$ cat config.mk
export PLATFORM = sky130hd
export DESIGN_NAME = uart_fifo_bridge
export DESIGN_NICKNAME = d
export VERILOG_FILES = /design/src/rtl/uart_fifo_bridge.sv
export SDC_FILE = /design/constraint.sdc
export NUM_CORES = 1
export LEC_CHECK = 0
export BUFFER_PORTS_ARGS = -buffer_cell sky130_fd_sc_hd__buf_4
export CORE_UTILIZATION = 45
export CTS_CLUSTER_SIZE = 25
export DETAILED_ROUTE_END_ITERATION = 8
export PLACE_DENSITY = 0.66
export SYNTH_ARGS = -nofsm -noshare
export SYNTH_HDL_FRONTEND = slang
export SYNTH_HIERARCHICAL = 1
export SYNTH_SLANG_ARGS = --single-unit
$ cat constraint.sdc
create_clock -name clk -period 6.1 [get_ports clk]
set_clock_uncertainty 0.2 [all_clocks]
set_input_delay 1.525 -clock clk [delete_from_list [all_inputs] [get_ports clk]]
set_output_delay 1.525 -clock clk [all_outputs]
set_load 0.03 [all_outputs]
$ cat src/rtl/uart_fifo_bridge.sv
// CPU-side byte FIFOs in front of the buart byte UART: a TX FIFO drained into the UART
// while it is idle, and an RX FIFO filled from the UART and popped by the CPU at leisure.

module uart_fifo_bridge_fifo #(
    parameter int AW = 4
) (
    input  logic          clk,
    input  logic          resetn,
    input  logic          push_i,
    input  logic [7:0]    wdata_i,
    input  logic          pop_i,
    output logic [7:0]    rdata_o,
    output logic          full_o,
    output logic          empty_o,
    output logic [AW:0]   level_o
);
    localparam logic [AW-1:0] PTR_ONE = AW'(1);
    localparam logic [AW:0]   LVL_ONE = (AW+1)'(1);
    localparam logic [AW:0]   DEPTH   = LVL_ONE << AW;

    logic [7:0]    mem [2**AW];
    logic [AW-1:0] wr_ptr_q, wr_ptr_d;
    logic [AW-1:0] rd_ptr_q, rd_ptr_d;
    logic [AW:0]   level_q, level_d;
    logic          full_q, empty_q;
    logic          push_ok, pop_ok;

    // A same-cycle pop makes room in a full FIFO; a same-cycle push feeds an empty one.
    assign push_ok = push_i && (!full_q || pop_i);
    assign pop_ok  = pop_i && (!empty_q || push_i);

    always_comb begin
        // NOTE: every signal gets a default first so no path leaves it unassigned (no latch).
        wr_ptr_d = wr_ptr_q;
        rd_ptr_d = rd_ptr_q;
        level_d  = level_q;
        if (push_ok) wr_ptr_d = wr_ptr_q + PTR_ONE;
        if (pop_ok)  rd_ptr_d = rd_ptr_q + PTR_ONE;
        if (push_ok && !pop_ok)      level_d = level_q + LVL_ONE;
        else if (pop_ok && !push_ok) level_d = level_q - LVL_ONE;
    end

    always_ff @(posedge clk) begin
        // NOTE: state registers use non-blocking assignments; the comb block above uses blocking.
        if (!resetn) begin
            wr_ptr_q <= '0;
            rd_ptr_q <= '0;
            level_q  <= '0;
            full_q   <= 1'b0;
            empty_q  <= 1'b1;
        end else begin
            wr_ptr_q <= wr_ptr_d;
            rd_ptr_q <= rd_ptr_d;
            level_q  <= level_d;
            full_q   <= (level_d == DEPTH);
            empty_q  <= (level_d == '0);
        end
    end

    // NOTE: the storage array is deliberately not reset; pointers and level define validity.
    always_ff @(posedge clk) begin
        if (push_ok) mem[wr_ptr_q] <= wdata_i;
    end

    assign rdata_o = mem[rd_ptr_q];
    assign full_o  = full_q;
    assign empty_o = empty_q;
    assign level_o = level_q;
endmodule

module uart_fifo_bridge #(
    parameter int AW = 4
) (
    input  logic          clk,
    input  logic          resetn,
    input  logic          tx_push,
    input  logic [7:0]    tx_wdata,
    output logic          tx_full,
    output logic [AW:0]   tx_level,
    input  logic          rx_pop,
    output logic [7:0]    rx_rdata,
    output logic          rx_empty,
    output logic [AW:0]   rx_level,
    output logic          rx_overrun,
    input  logic          overrun_clr,
    output logic          uart_wr,
    output logic [7:0]    uart_tx_data,
    input  logic          uart_busy,
    output logic          uart_rd,
    input  logic          uart_valid,
    input  logic [7:0]    uart_rx_data
);
    typedef enum logic [1:0] {TX_IDLE, TX_HOLD, TX_WAIT} tx_state_e;
    typedef enum logic       {RX_IDLE, RX_HOLD}          rx_state_e;

    tx_state_e  tx_state_q;
    rx_state_e  rx_state_q;
    logic       uart_wr_q, uart_rd_q, rx_overrun_q;
    logic [7:0] uart_tx_data_q;

    logic       tx_empty, tx_pop;
    logic [7:0] tx_head;
    logic       rx_full, rx_take, rx_push, rx_drop;

    uart_fifo_bridge_fifo #(.AW(AW)) u_tx_fifo (
        .clk     (clk),
        .resetn  (resetn),
        .push_i  (tx_push),
        .wdata_i (tx_wdata),
        .pop_i   (tx_pop),
        .rdata_o (tx_head),
        .full_o  (tx_full),
        .empty_o (tx_empty),
        .level_o (tx_level)
    );

    uart_fifo_bridge_fifo #(.AW(AW)) u_rx_fifo (
        .clk     (clk),
        .resetn  (resetn),
        .push_i  (rx_push),
        .wdata_i (uart_rx_data),
        .pop_i   (rx_pop),
        .rdata_o (rx_rdata),
        .full_o  (rx_full),
        .empty_o (rx_empty),
        .level_o (rx_level)
    );

    assign tx_pop  = (tx_state_q == TX_IDLE) && !tx_empty && !uart_busy;
    assign rx_take = (rx_state_q == RX_IDLE) && uart_valid;
    assign rx_push = rx_take && (!rx_full || rx_pop);
    assign rx_drop = rx_take && !rx_push;

    // HOLD spans the cycle before busy rises in response to the wr pulse.
    always_ff @(posedge clk) begin
        if (!resetn) begin
            tx_state_q     <= TX_IDLE;
            uart_wr_q      <= 1'b0;
            uart_tx_data_q <= '0;
        end else begin
            uart_wr_q <= 1'b0;
            case (tx_state_q)
                TX_IDLE: begin
                    if (tx_pop) begin
                        uart_wr_q      <= 1'b1;
                        uart_tx_data_q <= tx_head;
                        tx_state_q     <= TX_HOLD;
                    end
                end
                TX_HOLD: tx_state_q <= TX_WAIT;
                TX_WAIT: if (!uart_busy) tx_state_q <= TX_IDLE;
                default: tx_state_q <= TX_IDLE;
            endcase
        end
    end

    // HOLD masks the stale valid still asserted in the cycle after rd.
    always_ff @(posedge clk) begin
        if (!resetn) begin
            rx_state_q   <= RX_IDLE;
            uart_rd_q    <= 1'b0;
            rx_overrun_q <= 1'b0;
        end else begin
            uart_rd_q <= 1'b0;
            case (rx_state_q)
                RX_IDLE: begin
                    if (uart_valid) begin
                        uart_rd_q  <= 1'b1;
                        rx_state_q <= RX_HOLD;
                    end
                end
                RX_HOLD: rx_state_q <= RX_IDLE;
                default: rx_state_q <= RX_IDLE;
            endcase
            if (overrun_clr)  rx_overrun_q <= 1'b0;
            else if (rx_drop) rx_overrun_q <= 1'b1;
        end
    end

    assign uart_wr      = uart_wr_q;
    assign uart_tx_data = uart_tx_data_q;
    assign uart_rd      = uart_rd_q;
    assign rx_overrun   = rx_overrun_q;
endmodule

==> impl_metrics.csv <==
group,metric,value,unit
timing,drv_slew,0,
logic_synthesis,synth_ff_type,"edfxtp_1",
worst_setup_path,cp.arrival,2.98,ns
placement,gp_congestion,0.819,
finish,finish.instance_area,0.0140,mm^2
global_route,antenna_found_initial,0,
timing,period_share,0.772,
clock_network,cts_hold_buf,0,
power,clkPwrFrac,0.377,
logic_synthesis,ys_types,52,
placement,post-dp-hpwl,15700,um
timing,tightest_slew,1.35,ns
floorplanning,die_h,168,um
detailed_routing,dr.pass1.iters,5,
worst_setup_path,crit_path_end_kind,"output port",
logic_synthesis,syn_avg_cell_area,19.1,um^2
placement,port_buffers,53,
worst_setup_path,required,4.38,ns
timing,fin_ws,1.39,ns
placement,dp_slack,1.72,ns
timing,rsz0062_at_grt,"no",
global_route,grt_max_degree,33,
clock_network,htree_levels,1,
detailed_routing,drc,0,
logic_synthesis,async_flop_share,0,
placement,placed_cell_area,0.0130,mm^2
run,cap_violations,0,
power,power_switching,1.11,mW
global_route,gr-total-overflow,0,
logic_synthesis,syn_area,0.0124,mm^2
logic_synthesis,synth_nets,684,
worst_setup_path,max_stage_delay,0.99,ns
power,power_density,337,mW/mm^2
timing,relSlewSlack,0.0927,
worst_setup_path,critPathTopFamily,"multiplexers",
global_route,grt_use_total,0.177,
floorplanning,io_pins,54,
power,p_seq_frac,0.513,
floorplanning,initial_core_util,0.458,
logic_synthesis,synthTopCellsByArea,"edfxtp_1 62%, dfxtp_1 8.3%, mux4_1 8.1%, mux4_2 7.7%, ha_1 1.4%",
detailed_routing,wire_per_inst,22.6,um
worst_setup_path,crit_chain,"mux4_1 -> mux4_2 -> buf_4",
power,ir_worst_vdd,0.000238,V
finish,final_nets,749,
timing,post-route-min-period,4.71,ns
clock_network,cts_resized,0,
power,p_sw_frac,0.237,
clock_network,numCtsBuffers,31,
clock_network,cts_sinks,307,
clock_network,path_clk_slew,0.06,ns
logic_synthesis,ys_seq_area_frac,0.705,
outcome,status,"finished clean",
detailed_routing,drt_wl_total,24400,um
global_route,first_global_vias,6304,
finish,drive_gt1_frac,0.214,
detailed_routing,vias,6169,
logic_synthesis,yosys.area.top_type,"edfxtp_1",
power,leakage,4.64,nW
worst_setup_path,crit_path_start_kind,"flop",
floorplanning,fp.dieW,168,um
floorplanning,fp-row-count,60,
logic_synthesis,synth_edf_count,256,
worst_setup_path,crit_type,"reg2out",
logic_synthesis,yosys_warnings,6,
logic_synthesis,netlist.area_leader.share,0.622,
detailed_routing,via_per_inst,5.73,
timing,max_freq,212,MHz
worst_setup_path,crit_path_max_fanout,32,
finish,mostFrequentLayoutCell,"edfxtp_1",
finish,antennaDiodeCount,0,
clock_network,tritoncts,"built",
floorplanning,core-area,0.0270,mm^2
clock_network,clockRootBuffer,"clkbuf_16",
min_path,min_path_type,"reg2reg",
power,power_frac_comb,0.109,
timing,tns,0,ns
clock_network,worstSkewPairLatency,0.56,ns
detailed_routing,first_iter_violations,457,
timing,whs,0.264,ns
detailed_routing,final_antenna_net_count,0,
logic_synthesis,syn_inst,647,
power,internal_power,3.59,mW
worst_setup_path,cp_num_buf_inv,1,
logic_synthesis,yosys_register_bits,307,
finish,final_cell_mix,"256 x edfxtp_1, 63 x buf_4, 49 x dfxtp_1",
worst_setup_path,crit_slowest_cell,"dfxtp_2",
finish,area_growth,13.2,%
clock_network,cts_setup_buffers,0,
floorplanning,die-area,0.0281,mm^2
timing,hold_viol,0,
global_route,grt_pass1_wl,37200,um
clock_network,clock_path_buffers,3,
timing,setup_viol,0,
## Yosys cell counts, drive strengths merged (2+ instances only)
library cell / count
mux4: 80
o21ai: 4
buf: 21
and3: 5
edfxtp: 256
or3b: 2
nand3: 3
nor4: 3
nor4b: 2
xor2: 10
o211ai: 6
o22ai: 2
nor2b: 3
mux2i: 13
a211oi: 3
nor4bb: 6
o21a: 2
inv: 19
dfxtp: 51
nor2: 44
and2: 6
xnor2: 5
nor3b: 8
a21boi: 3
clkbuf: 10
nor3: 18
or3: 2
nand2b: 5
a21oi: 4
ha: 14
nand2: 25
a22oi: 2
## registers in the layout, indices dropped and copies added, names as in the netlist, 4 cells and up, named ones only
register and flops:
u_rx_fifo/level_o 5, u_rx_fifo/mem 128, u_rx_fifo/rd_ptr_q 4, u_rx_fifo/wr_ptr_q 4, u_tx_fifo/level_o 5, u_tx_fifo/mem 128
u_tx_fifo/rd_ptr_q 4, u_tx_fifo/wr_ptr_q 4, uart_tx_data 8
## power by group through the flow
stage	clock network (mW)	logic, mW	registers, mW
finish	1.78	0.515	2.42
global route	1.90	0.550	2.43
CTS	1.82	0.517	2.42
detailed placement	0	0.515	2.46
global placement	0	0.497	2.46
floorplan	0	0.371	2.45
## worst min-delay path, cell delays in order (launching register included)
cell     delay [ns]
dfxtp_1        0.31
nand2_1        0.05
mux2i_1        0.05
## final cells by class
type / count / area, um^2
multi-input cells: 290 / 3340
fillers: 2084 / 13000
clock buffers: 35 / 791
inverters: 19 / 71.3
clock inverters: 21 / 165
well taps: 341 / 427
flip-flops and latches: 307 / 8710
repair buffers: 63 / 473
## through the flow
stage	total power [mW]	util	cells
after floorplan	2.82	-	647
after global placement	2.95	0.483	1020
after detailed placement	2.98	0.483	1020
after CTS	4.76	0.519	1076
after global routing	4.88	0.519	1076
final	4.71	0.519	1076
## routing by layer
metal / up-vias / GRT usage / part of all wire
met1: 3163 / 0.241 / 0.42
met5: - / 0 / 0
met2: 217 / 0.294 / 0.50
met4: 0 / 0.0467 / 0.022
met3: 46 / 0.0338 / 0.059
li1: 2743 / - / -
## path summary, 6_finish.rpt
| check | startpoint | end | slack [ns] | cells after the start |
|---|---|---|---|---|
| min | uart_tx_data[2] | uart_tx_data[2] | 0.26 | 2 |
| min reg2reg | uart_tx_data[2] | uart_tx_data[2] | 0.26 | 2 |
| max | flop | rx_rdata[1] | 1.39 | 3 |
| max reg2reg | u_rx_fifo/full_o | u_rx_fifo/mem[2][3] | 2.92 | 6 |
## cell families (layout without fill, tap and decap cells)
group	Yosys count	after routing	share of synthesized area
XOR/XNOR	15	15	0.0106
multiplexers	93	93	0.168
adder cells (fa/ha/maj)	14	14	0.0142
AND/OR/NAND/NOR	135	135	0.0586
buffers and inverters	50	138	0.0244
AO/OA/AOI/OAI	33	33	0.0192
flip-flops	307	307	0.705
Power figures use the tool's default switching activity.
